===== src/rtl/flash_boot_pkg.sv =====
// flash_boot_pkg: shared state type, SPI constants and byte helpers
// for the SPI flash boot loader.
package flash_boot_pkg;

    typedef enum logic [2:0] {
        ST_IDLE,
        ST_CS_SETUP,
        ST_CMD,
        ST_ADDR,
        ST_DATA,
        ST_CS_HOLD,
        ST_DONE
    } boot_state_e;

    localparam logic [7:0] SPI_CMD_READ = 8'h03;
    localparam int CMD_BITS  = 8;
    localparam int ADDR_BITS = 24;
    localparam int WORD_BITS = 32;

    // Flash bytes arrive byte0 first; byte0 belongs in the low lane.
    function automatic logic [31:0] le_word(input logic [31:0] msb_first);
        return {msb_first[7:0], msb_first[15:8],
                msb_first[23:16], msb_first[31:24]};
    endfunction

endpackage


===== src/rtl/flash_boot_loader_sclk_gen.sv =====
// spi_sclk_gen: SPI mode-0 clock divider, idles low while disabled,
// with one-cycle strobes on the clk edge that raises or lowers sclk.
module spi_sclk_gen #(
    parameter int SCLK_DIV = 2
) (
    input  logic clk,
    input  logic reset_n,
    input  logic en,
    output logic sclk,
    output logic rise_tick,
    output logic fall_tick
);
    localparam int CW = (SCLK_DIV > 1) ? $clog2(SCLK_DIV) : 1;

    logic [CW-1:0] cnt;
    logic          hit;

    assign hit       = en && (cnt == CW'(SCLK_DIV - 1));
    assign rise_tick = hit && !sclk;
    assign fall_tick = hit && sclk;

    always_ff @(posedge clk or negedge reset_n) begin
        if (!reset_n) begin
            cnt  <= '0;
            sclk <= 1'b0;
        end else if (!en) begin
            cnt  <= '0;
            sclk <= 1'b0;
        end else if (hit) begin
            cnt  <= '0;
            sclk <= ~sclk;
        end else begin
            cnt <= cnt + 1'b1;
        end
    end

endmodule


===== src/rtl/flash_boot_loader.sv =====
// flash_boot_loader: copies the boot image from SPI flash (READ 0x03) into IMEM.
// Define FLASH_BOOT_CHECKSUM_EN to verify a trailing sum word (adds boot_err).
module flash_boot_loader
    import flash_boot_pkg::*;
#(
    parameter int          IMEM_DEPTH      = 128,
    parameter logic [23:0] FLASH_BASE_ADDR = 24'h300000,
    parameter int          SCLK_DIV        = 2
) (
    input  logic                          clk,
    input  logic                          reset_n,
    output logic                          o_flash_sclk,
    output logic                          o_flash_cs_n,
    output logic                          o_flash_mosi,
    input  logic                          i_flash_miso,
    output logic                          imem_we,
    output logic [$clog2(IMEM_DEPTH)-1:0] imem_addr,
    output logic [31:0]                   imem_wdata,
    output logic                          core_rst_n,
    output logic                          boot_done
`ifdef FLASH_BOOT_CHECKSUM_EN
    ,
    output logic                          boot_err
`endif
);
    localparam int AW = $clog2(IMEM_DEPTH);
`ifdef FLASH_BOOT_CHECKSUM_EN
    localparam int NWORDS = IMEM_DEPTH + 1;
`else
    localparam int NWORDS = IMEM_DEPTH;
`endif
    localparam int          WCW      = $clog2(NWORDS);
    localparam logic [15:0] DIV_LAST = 16'(SCLK_DIV - 1);

    boot_state_e                   state;
    logic [15:0]                   cnt;
    logic [CMD_BITS+ADDR_BITS-1:0] tx_sr;
    logic [WORD_BITS-2:0]          rx_sr;
    logic [WORD_BITS-1:0]          word;
    logic [4:0]                    bit_cnt;
    logic [WCW-1:0]                word_cnt;
    logic                          last;
    logic                          is_trailer;
    logic                          sclk_en;
    logic                          rise_tick;
    logic                          fall_tick;
`ifdef FLASH_BOOT_CHECKSUM_EN
    logic [31:0]                   sum;
`endif

    assign sclk_en = (state == ST_CMD) || (state == ST_ADDR) ||
                     (state == ST_DATA);
    assign word    = le_word({rx_sr, i_flash_miso});

`ifdef FLASH_BOOT_CHECKSUM_EN
    assign is_trailer = (word_cnt == WCW'(IMEM_DEPTH));
`else
    assign is_trailer = 1'b0;
`endif

    spi_sclk_gen #(
        .SCLK_DIV(SCLK_DIV)
    ) u_sclk (
        .clk      (clk),
        .reset_n  (reset_n),
        .en       (sclk_en),
        .sclk     (o_flash_sclk),
        .rise_tick(rise_tick),
        .fall_tick(fall_tick)
    );

    always_ff @(posedge clk or negedge reset_n) begin
        if (!reset_n) begin
            state        <= ST_IDLE;
            cnt          <= '0;
            tx_sr        <= {SPI_CMD_READ, FLASH_BASE_ADDR};
            rx_sr        <= '0;
            bit_cnt      <= '0;
            word_cnt     <= '0;
            last         <= 1'b0;
            o_flash_cs_n <= 1'b1;
            o_flash_mosi <= 1'b0;
            imem_we      <= 1'b0;
            imem_addr    <= '0;
            imem_wdata   <= '0;
            core_rst_n   <= 1'b0;
            boot_done    <= 1'b0;
`ifdef FLASH_BOOT_CHECKSUM_EN
            sum          <= '0;
            boot_err     <= 1'b0;
`endif
        end else begin
            imem_we <= 1'b0;
            unique case (state)
                ST_IDLE: begin
                    state        <= ST_CS_SETUP;
                    o_flash_cs_n <= 1'b0;
                    o_flash_mosi <= tx_sr[31];
                    tx_sr        <= {tx_sr[30:0], 1'b0};
                    cnt          <= '0;
                end
                ST_CS_SETUP: begin
                    if (cnt == DIV_LAST) begin
                        state <= ST_CMD;
                        cnt   <= '0;
                    end else begin
                        cnt <= cnt + 1'b1;
                    end
                end
                ST_CMD, ST_ADDR: begin
                    if (fall_tick) begin
                        o_flash_mosi <= tx_sr[31];
                        tx_sr        <= {tx_sr[30:0], 1'b0};
                        cnt          <= cnt + 1'b1;
                        if (state == ST_CMD && cnt == 16'(CMD_BITS - 1)) begin
                            state <= ST_ADDR;
                            cnt   <= '0;
                        end
                        if (state == ST_ADDR && cnt == 16'(ADDR_BITS - 1)) begin
                            state <= ST_DATA;
                            cnt   <= '0;
                        end
                    end
                end
                ST_DATA: begin
                    if (rise_tick) begin
                        rx_sr   <= {rx_sr[WORD_BITS-3:0], i_flash_miso};
                        bit_cnt <= bit_cnt + 1'b1;
                        if (bit_cnt == 5'(WORD_BITS - 1)) begin
                            if (word_cnt == WCW'(NWORDS - 1))
                                last <= 1'b1;
                            else
                                word_cnt <= word_cnt + 1'b1;
`ifdef FLASH_BOOT_CHECKSUM_EN
                            if (is_trailer)
                                boot_err <= (word != sum);
                            else
                                sum <= sum + word;
`endif
                            if (!is_trailer) begin
                                imem_we    <= 1'b1;
                                imem_addr  <= word_cnt[AW-1:0];
                                imem_wdata <= word;
                            end
                        end
                    end
                    // Leave on the fall after the final sample so sclk ends low.
                    if (fall_tick && last) begin
                        state <= ST_CS_HOLD;
                        cnt   <= '0;
                    end
                end
                ST_CS_HOLD: begin
                    if (cnt == DIV_LAST) begin
                        state        <= ST_DONE;
                        o_flash_cs_n <= 1'b1;
                    end else begin
                        cnt <= cnt + 1'b1;
                    end
                end
                ST_DONE: begin
                    boot_done <= 1'b1;
`ifdef FLASH_BOOT_CHECKSUM_EN
                    core_rst_n <= !boot_err;
`else
                    core_rst_n <= 1'b1;
`endif
                end
                default: state <= ST_IDLE;
            endcase
        end
    end

endmodule


===== config.mk =====
export PLATFORM = sky130hd
export DESIGN_NAME = flash_boot_loader
export DESIGN_NICKNAME = d
export VERILOG_FILES = /design/src/rtl/flash_boot_pkg.sv /design/src/rtl/flash_boot_loader_sclk_gen.sv /design/src/rtl/flash_boot_loader.sv
export SDC_FILE = /design/constraint.sdc
export NUM_CORES = 1
export LEC_CHECK = 0
export CAP_MARGIN = 20
export CORE_MARGIN = 4
export CORE_UTILIZATION = 51
export CTS_CLUSTER_SIZE = 14
export DETAILED_ROUTE_END_ITERATION = 8
export HOLD_SLACK_MARGIN = 0.15
export PLACE_DENSITY_LB_ADDON = 0.12
export SLEW_MARGIN = 20
export SYNTH_ARGS = -nofsm -noshare
export SYNTH_HDL_FRONTEND = slang
export SYNTH_SLANG_ARGS = --single-unit
export TNS_END_PERCENT = 50

===== constraint.sdc =====
create_clock -name clk -period 1.9 [get_ports clk]
set_input_delay 0.38 -clock clk [delete_from_list [all_inputs] [get_ports clk]]
set_output_delay 0.38 -clock clk [all_outputs]
set_load 0.1 [all_outputs]

Yosys cells after proc, flatten, opt, wreduce, memory -nomap -nowiden
Index checks and enable logic that the tools add are counted.
{"block": "word_totals", "inputBits": 3, "word_cells": 89, "output_inout_bits": 45, "ff_bits": 140}
{"block": "classes", "muxes": 27, "addsub": 4, "n_bitwise": 3, "n_eq_ne": 18, "n_reduce_logical": 22}
{"operator": "16-bit two-way mux", "n": 6}
{"operator": "16-bit one-hot mux with 5 select lines", "n": 1}
{"operator": "32-bit one-hot mux with 2 select lines", "n": 1}
{"operator": "32-bit two-way mux", "n": 1}
{"operator": "3-bit two-way mux", "n": 6}
{"operator": "3-bit one-hot mux with 6 select lines", "n": 1}
{"operator": "16-bit by 1-bit adder with 16-bit output (second input constant)", "n": 1}
{"operator": "16-bit by 1-bit equality test with 1-bit output (second input constant)", "n": 1}
{"operator": "16-bit by 3-bit equality test with 1-bit output (second input constant)", "n": 1}
{"operator": "16-bit by 5-bit equality test with 1-bit output (second input constant)", "n": 1}
{"operator": "4-bit AND reduction", "n": 3}
{"operator": "2-bit inequality test (second input constant)", "n": 5}
{"operator": "3-bit equality test (second input constant)", "n": 3}
{"operator": "1-bit two-way mux", "n": 9}
{"operator": "7-bit by 1-bit adder with 7-bit output (second input constant)", "n": 1}
{"operator": "7-bit equality test (second input constant)", "n": 1}
{"operator": "3-bit by 2-bit equality test with 1-bit output (second input constant)", "n": 2}
{"operator": "1-bit logical AND", "n": 6}
{"operator": "2-bit AND reduction", "n": 3}
{"operator": "6-bit AND reduction", "n": 1}
{"operator": "5-bit by 1-bit adder with 5-bit output (second input constant)", "n": 1}
{"operator": "5-bit equality test (second input constant)", "n": 1}
{"operator": "5-bit nonzero test", "n": 1}
{"operator": "1-bit one-hot mux with 2 select lines", "n": 2}
{"operator": "other kinds (11)", "n": 15}

Longest topological paths before layout
Gate-level depths: netlist of run 1.
{"block": "depth", "ltp_word": 8, "ltp_mapped": 8, "depth_no_buf": 7}

Hierarchy
A second synthesis of run 1 with hierarchy kept.
{"block": "unflattened", "hier_cells": 390, "hier_area_um2": 5091.1}
{"mod": "flash_boot_loader", "seq_area_each_um2": 2959.1, "n_inst": 1, "cells_each": 382, "area_each_um2": 5002.3}
{"mod": "spi_sclk_gen", "seq_area_each_um2": 50.0, "n_inst": 1, "cells_each": 8, "area_each_um2": 88.8}

Worst setup path after synthesis of run 1
No wires, ideal clock.
{"block": "synth_path", "kind": "reg-to-reg", "startpoint": "register u_sclk.sclk", "endpoint": "register cnt[14]", "synth_period_minus_slack_ns": 2.528, "arrival_ns": 2.455, "path_slack_ns": -0.628, "setup_time_ns": 0.073, "n_path_buf": 1, "stages_incl_launch_ff": 7, "required_time_ns": 1.827, "cell_sequence": "dfrtp_1 -> a31oi_1 -> o22a_1 -> a31o_1 -> buf_6 -> or4_1 -> a21oi_2"}
{"block": "synth_between", "elab_chain_len": 4, "word_cells_on_any_way": 5, "cone_classes": "2 x eq/ne; 3 x reduce/logical"}
{"element": "start: declaration", "line": "flash_boot_loader_sclk_gen.sv:9", "source": "output logic sclk,"}
{"element": "start signal: assignment", "line": "flash_boot_loader_sclk_gen.sv:31", "source": "sclk <= ~sclk;"}
{"element": "1-bit logical AND (*)", "line": "flash_boot_loader_sclk_gen.sv:20", "source": "assign fall_tick = hit && sclk;"}
{"element": "1-bit logical AND", "line": "flash_boot_loader.sv:148", "source": "if (fall_tick && last) begin"}
{"element": "2-bit by 1-bit inequality test with 1-bit output (no line)"}
{"element": "4-bit AND reduction (no line) (*)"}
{"element": "end signal: assignment", "line": "flash_boot_loader.sv:107", "source": "cnt <= cnt + 1'b1;"}
{"element": "end signal: assignment", "line": "flash_boot_loader.sv:114", "source": "cnt <= cnt + 1'b1;"}
{"element": "end signal: assignment", "line": "flash_boot_loader.sv:158", "source": "cnt <= cnt + 1'b1;"}
{"element": "end: declaration", "line": "flash_boot_loader.sv:36", "source": "logic [15:0] cnt;"}
Mark *: on every way between the ends. The rest lies on a longest branch, timed or not.
A chain may end at the register's enable or synchronous reset.

Worst setup path after layout of run 1
{"block": "layout_path", "startpoint": "register cnt[15]", "endpoint": "register cnt[12]"}
{"block": "layout_between", "elab_chain_len": 6, "word_cells_on_any_way": 12, "cone_classes": "4 x eq/ne; 5 x mux; 3 x reduce/logical"}
{"element": "16-bit by 3-bit equality test with 1-bit output", "line": "flash_boot_loader.sv:115", "source": "if (state == ST_CMD && cnt == 16'(CMD_BITS - 1)) begin"}
{"element": "1-bit logical AND", "line": "flash_boot_loader.sv:115"}
{"element": "16-bit two-way mux", "line": "flash_boot_loader.sv:115"}
{"element": "16-bit two-way mux", "line": "flash_boot_loader.sv:119", "source": "if (state == ST_ADDR && cnt == 16'(ADDR_BITS - 1)) begin"}
{"element": "16-bit two-way mux", "line": "flash_boot_loader.sv:111", "source": "if (fall_tick) begin"}
{"element": "16-bit one-hot mux with 5 select lines", "line": "flash_boot_loader.sv:94", "source": "unique case (state)"}
Parallel ways exist; a longest one is shown, timed or not. The select of a mux whose other input is x is not followed.

==> results of run 1 <==
## through the flow
step | instances | total power, mW | worst slack (ns) | cell area [um2]
3_3_place_gp | 712 | 2.669 | -0.08651 | 6166
4_1_cts | 746 | 5.706 | -0.05447 | 6788
5_1_grt | 748 | 5.846 | -0.2332 | 6848
2_1_floorplan | 507 | 2.603 | -0.1233 | 5127
3_5_place_dp | 712 | 2.670 | -0.1512 | 6166
6_report | 748 | 5.637 | -0.1202 | 6848
## timing repair
item	4_1_cts	5_1_grt
hold buffers	1	0
endpoints found under the hold margin	26	0
gates resized for setup	7	12
gates cloned	0	0
pin swaps	11	13
endpoints found under the setup margin	52	55
buffers inserted	1	2
## cells in the final DEF, fill, tap and decap left out, types with 4 or more instances in the layout
master	count
sky130_fd_sc_hd__nand2_1	209
sky130_fd_sc_hd__dfrtp_1	114
sky130_fd_sc_hd__buf_4	72
sky130_fd_sc_hd__buf_12	21
sky130_fd_sc_hd__clkbuf_16	16
sky130_fd_sc_hd__mux2_1	14
sky130_fd_sc_hd__nand3_1	10
sky130_fd_sc_hd__nand4_1	9
sky130_fd_sc_hd__xnor2_1	9
sky130_fd_sc_hd__xor2_1	9
sky130_fd_sc_hd__nor2_2	9
sky130_fd_sc_hd__nor2_1	8
sky130_fd_sc_hd__and3_1	6
sky130_fd_sc_hd__a21oi_1	5
sky130_fd_sc_hd__mux2_2	5
sky130_fd_sc_hd__clkinv_4	5
sky130_fd_sc_hd__dfstp_2	5
sky130_fd_sc_hd__buf_6	5
sky130_fd_sc_hd__or4_4	4
sky130_fd_sc_hd__o211ai_1	4
sky130_fd_sc_hd__ha_1	4
sky130_fd_sc_hd__inv_6	4
## power by group
part	switching [mW]	internal, mW	leakage (nW)
registers	0	2.56	1.62
clock network	1.22	1.80	0.275
logic	0.0512	0.0142	1.67
## worst max-delay path by stage
stage	endpoint	slack, ns	depth (start not counted)	startpoint
global route	state[2]	-0.23	6	cnt[12]
global placement	cnt[2]	-0.09	6	cnt[12]
CTS	cnt[2]	-0.05	6	cnt[9]
finish	cnt[12]	-0.12	6	cnt[15]
detailed placement	cnt[2]	-0.15	6	cnt[12]
floorplan	cnt[14]	-0.12	6	u_sclk.sclk
## critical path, stage by stage (launching register included)
cell and delay, ns:
sky130_fd_sc_hd__dfrtp_1 0.38, sky130_fd_sc_hd__or4_4 0.59, sky130_fd_sc_hd__nor4_4 0.34, sky130_fd_sc_hd__a31o_1 0.24, sky130_fd_sc_hd__buf_4 0.16, sky130_fd_sc_hd__or4_1 0.13, sky130_fd_sc_hd__a21oi_2 0.05
## routing by layer
layer / vias to the layer above / routed length, um / track usage
li1: 1867 / - / -
met1: 1909 / 4737 / 0.2663
met2: 99 / 5411 / 0.3481
met3: 11 / 445 / 0.05134
met4: 0 / 94 / 0.06222
met5: - / 0 / 0
## cell type report
type,count,area share
inverter,5,0.003837
sequential,120,0.4400
tap,133,0.02430
multi-input combinational,358,0.2975
timing repair buffer,100,0.1515
clock buffer,18,0.06249
clock inverter,14,0.02046
## cells by family after synthesis
family / count (synthesis) / share of synthesized area
AOI/OAI and AO/OA: 37 / 0.05372
xor gates and xnor gates: 18 / 0.03091
adders and majority gates: 5 / 0.01226
buffers and inverters: 29 / 0.02575
DFF: 120 / 0.5899
muxes: 20 / 0.04415
and+or+nand+nor: 278 / 0.2433
## state kept, by name, summed over array words and instances (netlist names)
name / count
imem_wdata: 32
bit_cnt: 5
word_cnt: 7
u_sclk.cnt: 1
rx_sr: 31
cnt: 16
state: 3
last: 1
imem_we: 1
o_flash_cs_n: 1
tx_sr: 12
o_flash_mosi: 1
boot_done: 1
u_sclk.sclk: 1
imem_addr: 7
==> results.txt, run 1 <==
Pin placement for this block handled 48 I/O pins. By area the synthesized netlist is led by sky130_fd_sc_hd__dfrtp_1 56%, sky130_fd_sc_hd__nand2_1 15%, sky130_fd_sc_hd__mux2_1 3.3%. Yosys instantiated no cell more often than sky130_fd_sc_hd__nand2_1. Dividing the detail-routed wire length by the instance count gives 14.29 um. Counting every instance in the synthesized netlist gives 507.

The required time at the worst-slack endpoint was 2.28 ns; the CTS buffer count was 17. The cell at the root of the clock tree is sky130_fd_sc_hd__clkbuf_8. CTS built an H-tree with a depth of 4. The fraction of the yosys area taken by sequential cells is 0.5899, and the die extent in y is 108.0 um.

Entering global routing, the biggest net connects 42 pins. The initial antenna violation count is 0. The tools report the iteration-0 DRC count of the detailed router as 249.

The layout has 743 filler cells. Clock-pin slew was measured on the worst setup and hold paths at 0.06 ns. The growth of design area from synthesis to finish came out at 34.24%. The tools report the count of final setup violators as 19. By count the netlist is led by 209 x sky130_fd_sc_hd__nand2_1, 115 x sky130_fd_sc_hd__dfrtp_1, 15 x sky130_fd_sc_hd__mux2_1.

Counting flops with a built-in enable in the synthesized netlist gives 0. The kind of end point of the critical path is a register. Across the run, the number of max-cap violations was 0. Final routed wirelength across all metal layers: 10.69 mm. The final design utilization was 0.7006; the wire length of the first global-routing pass was 19.10 mm.

The post-synthesis register bit count was 120; the number of sinks driven by the clock tree was 120. The tools report the final number of hold-violating endpoints as 0. In this run the worst path has a maximum fanout of 6. The number of global-route vias before repair was 4034; the register-to-register setup slack was -0.12 ns. For this run the aggregate overflow at the end of global routing stands at 0.

Total iterations of the first detailed-routing run: 5. The category of the most critical setup path is register to register. The cell taking the most area after synthesis is sky130_fd_sc_hd__dfrtp_1.

The worst setup path is launched from a register. In this run the mean area of a mapped cell was 10.06 um2. The share of the synthesized area in the top cell type was 0.5641; the transition time of the tightest slew-check pin was 0.5122 ns. The floorplan has 36 rows. In the final layout, the multi-input gates occupy 2037 um2. The share of flip-flops with an asynchronous set or reset was 1.000. The depth of the worst register-to-register path was 6; the starting utilization of the core area was 0.5219. The share of the cycle needed by the critical path after routing is 1.063, and the fraction of layout cells with a size suffix above 1 is 0.2829. The aggregate global-route resource usage was 0.2069; the post-route antenna net violation count was 0. Based on the critical path, the design can be clocked at up to 0.4950 GHz. The mean number of vias per cell works out to 5.195. The run gives 0 as the number of max-slew violations in the final report.

The worst register-to-register path ends at cnt[12]. The total power density per cell area was 823.2 nW/um2; the static leakage power was 3.571 nW. The setup slack after layout was -0.1202 ns. Top flip-flop cell by instance count after synthesis: sky130_fd_sc_hd__dfrtp_1.

Measured along the x axis, the die boundary spans 108.0 um. After routing, the total negative slack on setup checks comes to -1.540 ns. Final hold analysis gives a worst-case slack of 0.3819 ns. The later pin in the worst-skew pair is clocked with a latency of 0.51 ns. The die covers 11670 um2. For the largest vdd supply drop, the log shows 511.1 uV. After detailed routing, the number of remaining DRC violations is 0. Counting every net in the synthesized netlist gives 515. Counting I/O delays and the setup requirement, the final critical path takes 2.020 ns. For the routed via count, the log shows 3886. For this run, the number of Yosys warnings is 0. The tools report the start of the worst register-to-register path as cnt[15].

Between clock sinks in the finished design, the worst skew comes to 0.01229 ns. Routability-driven placement finished with a final weighted congestion of 0.8304. The tightest min-delay check is of the primary input to async pin type. The count of buffers added on input and output ports is 47.

At the worst endpoint, the arrival time is 2.41 ns. For the count of inserted antenna diode cells, the log shows 0. The final reports fail on setup timing.

Setup repair after global routing could not meet its margin everywhere. The logs give 3013 um2 for the footprint of the flip-flops and latches and 5101 um2 for the post-synthesis instance area. The synthesized netlist contains 54 unique library cells. The clock passes through at most 2 buffers. The flow ran to the end, but the final reports show violations. The core region is 9774 um2. The tools report the headroom to the max-slew limit as 0.6578.

Once detailed placement completed, the half-perimeter wirelength came to 7.081 mm. TritonCTS built the clock tree. The net count of the finished layout is 610.
No activity file was read; power rests on OpenSTA's default activity.
==> inputs of run 2 (changes only) <==
--- a/config.mk
+++ b/config.mk
@@ -10,7 +10,6 @@
 export CORE_UTILIZATION = 51
 export CTS_CLUSTER_SIZE = 14
 export DETAILED_ROUTE_END_ITERATION = 8
-export HOLD_SLACK_MARGIN = 0.15
 export PLACE_DENSITY_LB_ADDON = 0.12
 export SLEW_MARGIN = 20
 export SYNTH_ARGS = -nofsm -noshare
==> results of run 2 <==
Same layout as run 1: the final DEF is identical, and so are final timing and power.
==> inputs of run 3 (changes only) <==
--- a/config.mk
+++ b/config.mk
@@ -6,6 +6,7 @@
 export NUM_CORES = 1
 export LEC_CHECK = 0
 export CAP_MARGIN = 20
+export CORE_ASPECT_RATIO = 1.25
 export CORE_MARGIN = 4
 export CORE_UTILIZATION = 51
 export CTS_CLUSTER_SIZE = 14
==> results.txt, run 3 (synthesis results as in run 1) <==
The run finished, with violations left. Violated checks: setup timing (unchanged). The startpoint kind of the worst setup timing path is a register (unchanged). The die extent in y works out to 119.8 um (was 108.0 um). The routed length on met3 came out at 386 um (was 445 um).

Met1 wire length: 4.636 mm (was 4.737 mm). The fraction of layout cells with a size suffix above 1 is 0.2832 (was 0.2829). Total half-perimeter wirelength after legalization and detailed placement: 7.018 mm (was 7.081 mm).

The end point of the most critical hold path is bit_cnt[3]. The final design utilization was 0.7024 (was 0.7006); the post-CTS clock slew at the launch and capture registers of the worst setup and hold paths was 0.05 ns (was 0.06 ns). Number of flip-flops in the largest register: 32 (unchanged). The cell at the root of the clock tree is sky130_fd_sc_hd__clkbuf_16 (was sky130_fd_sc_hd__clkbuf_8). The tools report the timing-limited maximum frequency as 0.5015 GHz (was 0.4950 GHz). The run gives 744 (was 748) as the number of cells in the finished layout apart from fillers.

Top library cells by usage in the layout, fill and taps aside: 209 x sky130_fd_sc_hd__nand2_1, 114 x sky130_fd_sc_hd__dfrtp_1, 80 x sky130_fd_sc_hd__buf_4 (was 209 x sky130_fd_sc_hd__nand2_1, 114 x sky130_fd_sc_hd__dfrtp_1, 72 x sky130_fd_sc_hd__buf_4). The tools report the capture instance of the worst register-to-register path as cnt[12] (unchanged). The wire length on met2 was 5.289 mm (was 5.411 mm).

The kind of end point of the critical path is a register (unchanged). The area inside the core boundary came out at 9709 um2 (was 9774 um2). The total placed cells including tap cells was 705 (was 712). The depth of the worst register-to-register path is 6 (unchanged).

The routed via count came out at 3820 (was 3886). The path category of the worst min-delay check is register to register (was primary input to async pin). The final period demand of the worst path was 1.994 ns (was 2.020 ns). The growth of design area from synthesis to finish was 33.70% (was 34.24%).

The logs give 223 (was 249) for the iteration-0 DRC count of the detailed router and 2 (unchanged) for the buffer depth of the longest clock path. The worst path arrival time was 2.28 ns (was 2.41 ns); the largest net degree at the start of global routing was 37 (was 42). The count of buffers from port buffering was 47 (unchanged); the final routed wirelength across all metal layers was 10.44 mm (was 10.69 mm). For the site row count, the log shows 40 (was 36). The later-pin clock latency in the skew report was 0.41 ns (was 0.51 ns); the routed wire length per instance was 14.03 um (was 14.29 um).

The placer congestion estimate was 0.7861 (was 0.8304). Most common cell after layout, fill and taps aside: sky130_fd_sc_hd__nand2_1 (unchanged). The number of nets in the final layout was 613 (was 610). The remaining design rule violation count is 0 (unchanged). The count of final setup violators is 18 (was 19). The tools report the number of max-slew violations in the final report as 0 (unchanged). The share of the cycle needed by the critical path after routing is 1.050 (was 1.063), and the max capacitance violation total is 0 (unchanged).

TritonCTS built the clock tree. The aggregate global-route resource usage came out at 0.1944 (was 0.2069). CTS buffer count: 17 (unchanged).

Register name with the most flops: imem_wdata (unchanged). The worst setup slack before clock tree synthesis is -0.1326 ns (was -0.1512 ns), and the sum of negative setup slack is -1.228 ns (was -1.540 ns). Category of the most critical setup path: register to register (unchanged).

The run gives 5.907 mW (was 5.637 mW) as the overall power consumption. The wire length of the first global-routing pass was 18.44 mm (was 19.10 mm); the number of top-level pins was 48 (unchanged). The starting utilization of the core area was 0.5254 (was 0.5219). The tools report the final number of hold-violating endpoints as 0 (unchanged).

The logs give -0.09 ns (was -0.12 ns) for the register-to-register setup slack and 120 (unchanged) for the number of sinks driven by the clock tree. For the die area, the log shows 11680 um2 (was 11670 um2). The run gives 592.3 uV (was 511.1 uV) as the largest vdd supply drop. The tools report the start of the worst register-to-register path as cnt[10] (was cnt[15]).

The static leakage power is 3.594 nW (was 3.571 nW). The tools report the startpoint of the most critical hold path as bit_cnt[3]. The total power density per cell area was 866.1 nW/um2 (was 823.2 nW/um2); the initial antenna violation count was 0 (unchanged). The floorplan die width was 97.45 um (was 108.0 um); the worst setup skew after layout was 0.003619 ns (was 0.01229 ns).

Total iterations of the first detailed-routing run: 4 (was 5). Highest routed metal layer: met4 (unchanged). Registers with the highest flip-flop counts: imem_wdata (32), rx_sr (31), cnt (16) (unchanged). The logs give 746 (was 743) for the fill cell instance count of the final layout and -0.09407 ns (was -0.1202 ns) for the setup slack after layout. The worst-path maximum fanout was 11 (was 6); the post-route antenna net violation count was 0 (unchanged). The logs give 0 (unchanged) for the count of inserted antenna diode cells and 4 (unchanged) for the level count of the clock H-tree. For the required time at the worst-slack endpoint, the log shows 2.18 ns (was 2.28 ns). The logs give 0 (unchanged) for the total congestion overflow and 0.6670 (was 0.6578) for the headroom to the max-slew limit. The number of global-route vias before repair was 3977 (was 4034).

The mean number of vias per cell was 5.134 (was 5.195); the transition time of the tightest slew-check pin was 0.4986 ns (was 0.5122 ns). Setup repair after global routing could not meet its margin everywhere. The number of cells on the worst hold path came out at 1.
## run 3: cell count changes in the layout (fill, tap and decap cells not counted), moves of 2 or more
cell / delta
sky130_fd_sc_hd__buf_12: -6
sky130_fd_sc_hd__buf_4: +8
sky130_fd_sc_hd__bufinv_16: +2
sky130_fd_sc_hd__clkinv_4: -2
sky130_fd_sc_hd__clkinvlp_4: +2
sky130_fd_sc_hd__inv_2: +2
sky130_fd_sc_hd__inv_6: -2
sky130_fd_sc_hd__inv_8: -2
sky130_fd_sc_hd__o21ai_0: -2
## run 3: layout make-up
cell class	count	area, um2	share of cell area
multi-input combinational	358	2029	0.2976
timing repair buffer	103	988.4	0.1449
sequential	120	3013	0.4418
tap	126	157.7	0.02311
clock inverter	14	173.9	0.02550
inverter	5	18.77	0.002752
clock buffer	18	439.2	0.06439
## run 3: worst max-delay path by stage
stage               slack (ns)       to         from  depth (start not counted)
CTS                      -0.09  cnt[12]      cnt[10]                          6
global placement         -0.08   cnt[2]      cnt[12]                          6
detailed placement       -0.13   cnt[2]       cnt[1]                          8
global route             -0.21   cnt[5]      cnt[10]                          6
finish                   -0.09  cnt[12]      cnt[10]                          6
floorplan                -0.12  cnt[14]  u_sclk.sclk                          6
## run 3: repair_timing
item                                   4_1_cts  5_1_grt
gates resized for setup                      5       13
hold buffers                                 1        0
gates cloned                                 0        0
pin swaps                                    4        2
buffers inserted                             3        3
setup endpoints to repair                   42       56
endpoints found under the hold margin       32        0
## run 3: per-layer routing
| metal | up-vias | track usage |
|---|---|---|
| li1 | 1864 | - |
| met1 | 1880 | 0.2476 |
| met2 | 63 | 0.3225 |
| met3 | 13 | 0.05814 |
| met4 | 0 | 0.05714 |
| met5 | - | 0 |
## run 3: power breakdown
part | leakage [nW] | internal (mW) | switching, mW
sequential | 1.62 | 2.56 | 0
clock | 0.289 | 2.10 | 1.18
combinational | 1.68 | 0.0142 | 0.0507
## run 3: worst max-delay path, cell delays in order, from the launching register on
cell	delay (ns)
sky130_fd_sc_hd__dfrtp_1	0.38
sky130_fd_sc_hd__or4_4	0.57
sky130_fd_sc_hd__nor3_4	0.30
sky130_fd_sc_hd__a31oi_4	0.17
sky130_fd_sc_hd__nor3_4	0.24
sky130_fd_sc_hd__buf_12	0.17
sky130_fd_sc_hd__a21oi_2	0.04
## run 3: through the flow
stage	cell area, um2	hold WS [ns]
detailed placement	6082	0.3752
CTS	6746	0.4683
global placement	6082	0.3757
finish	6820	0.4631
floorplan	5127	0.08441
global route	6820	0.4903
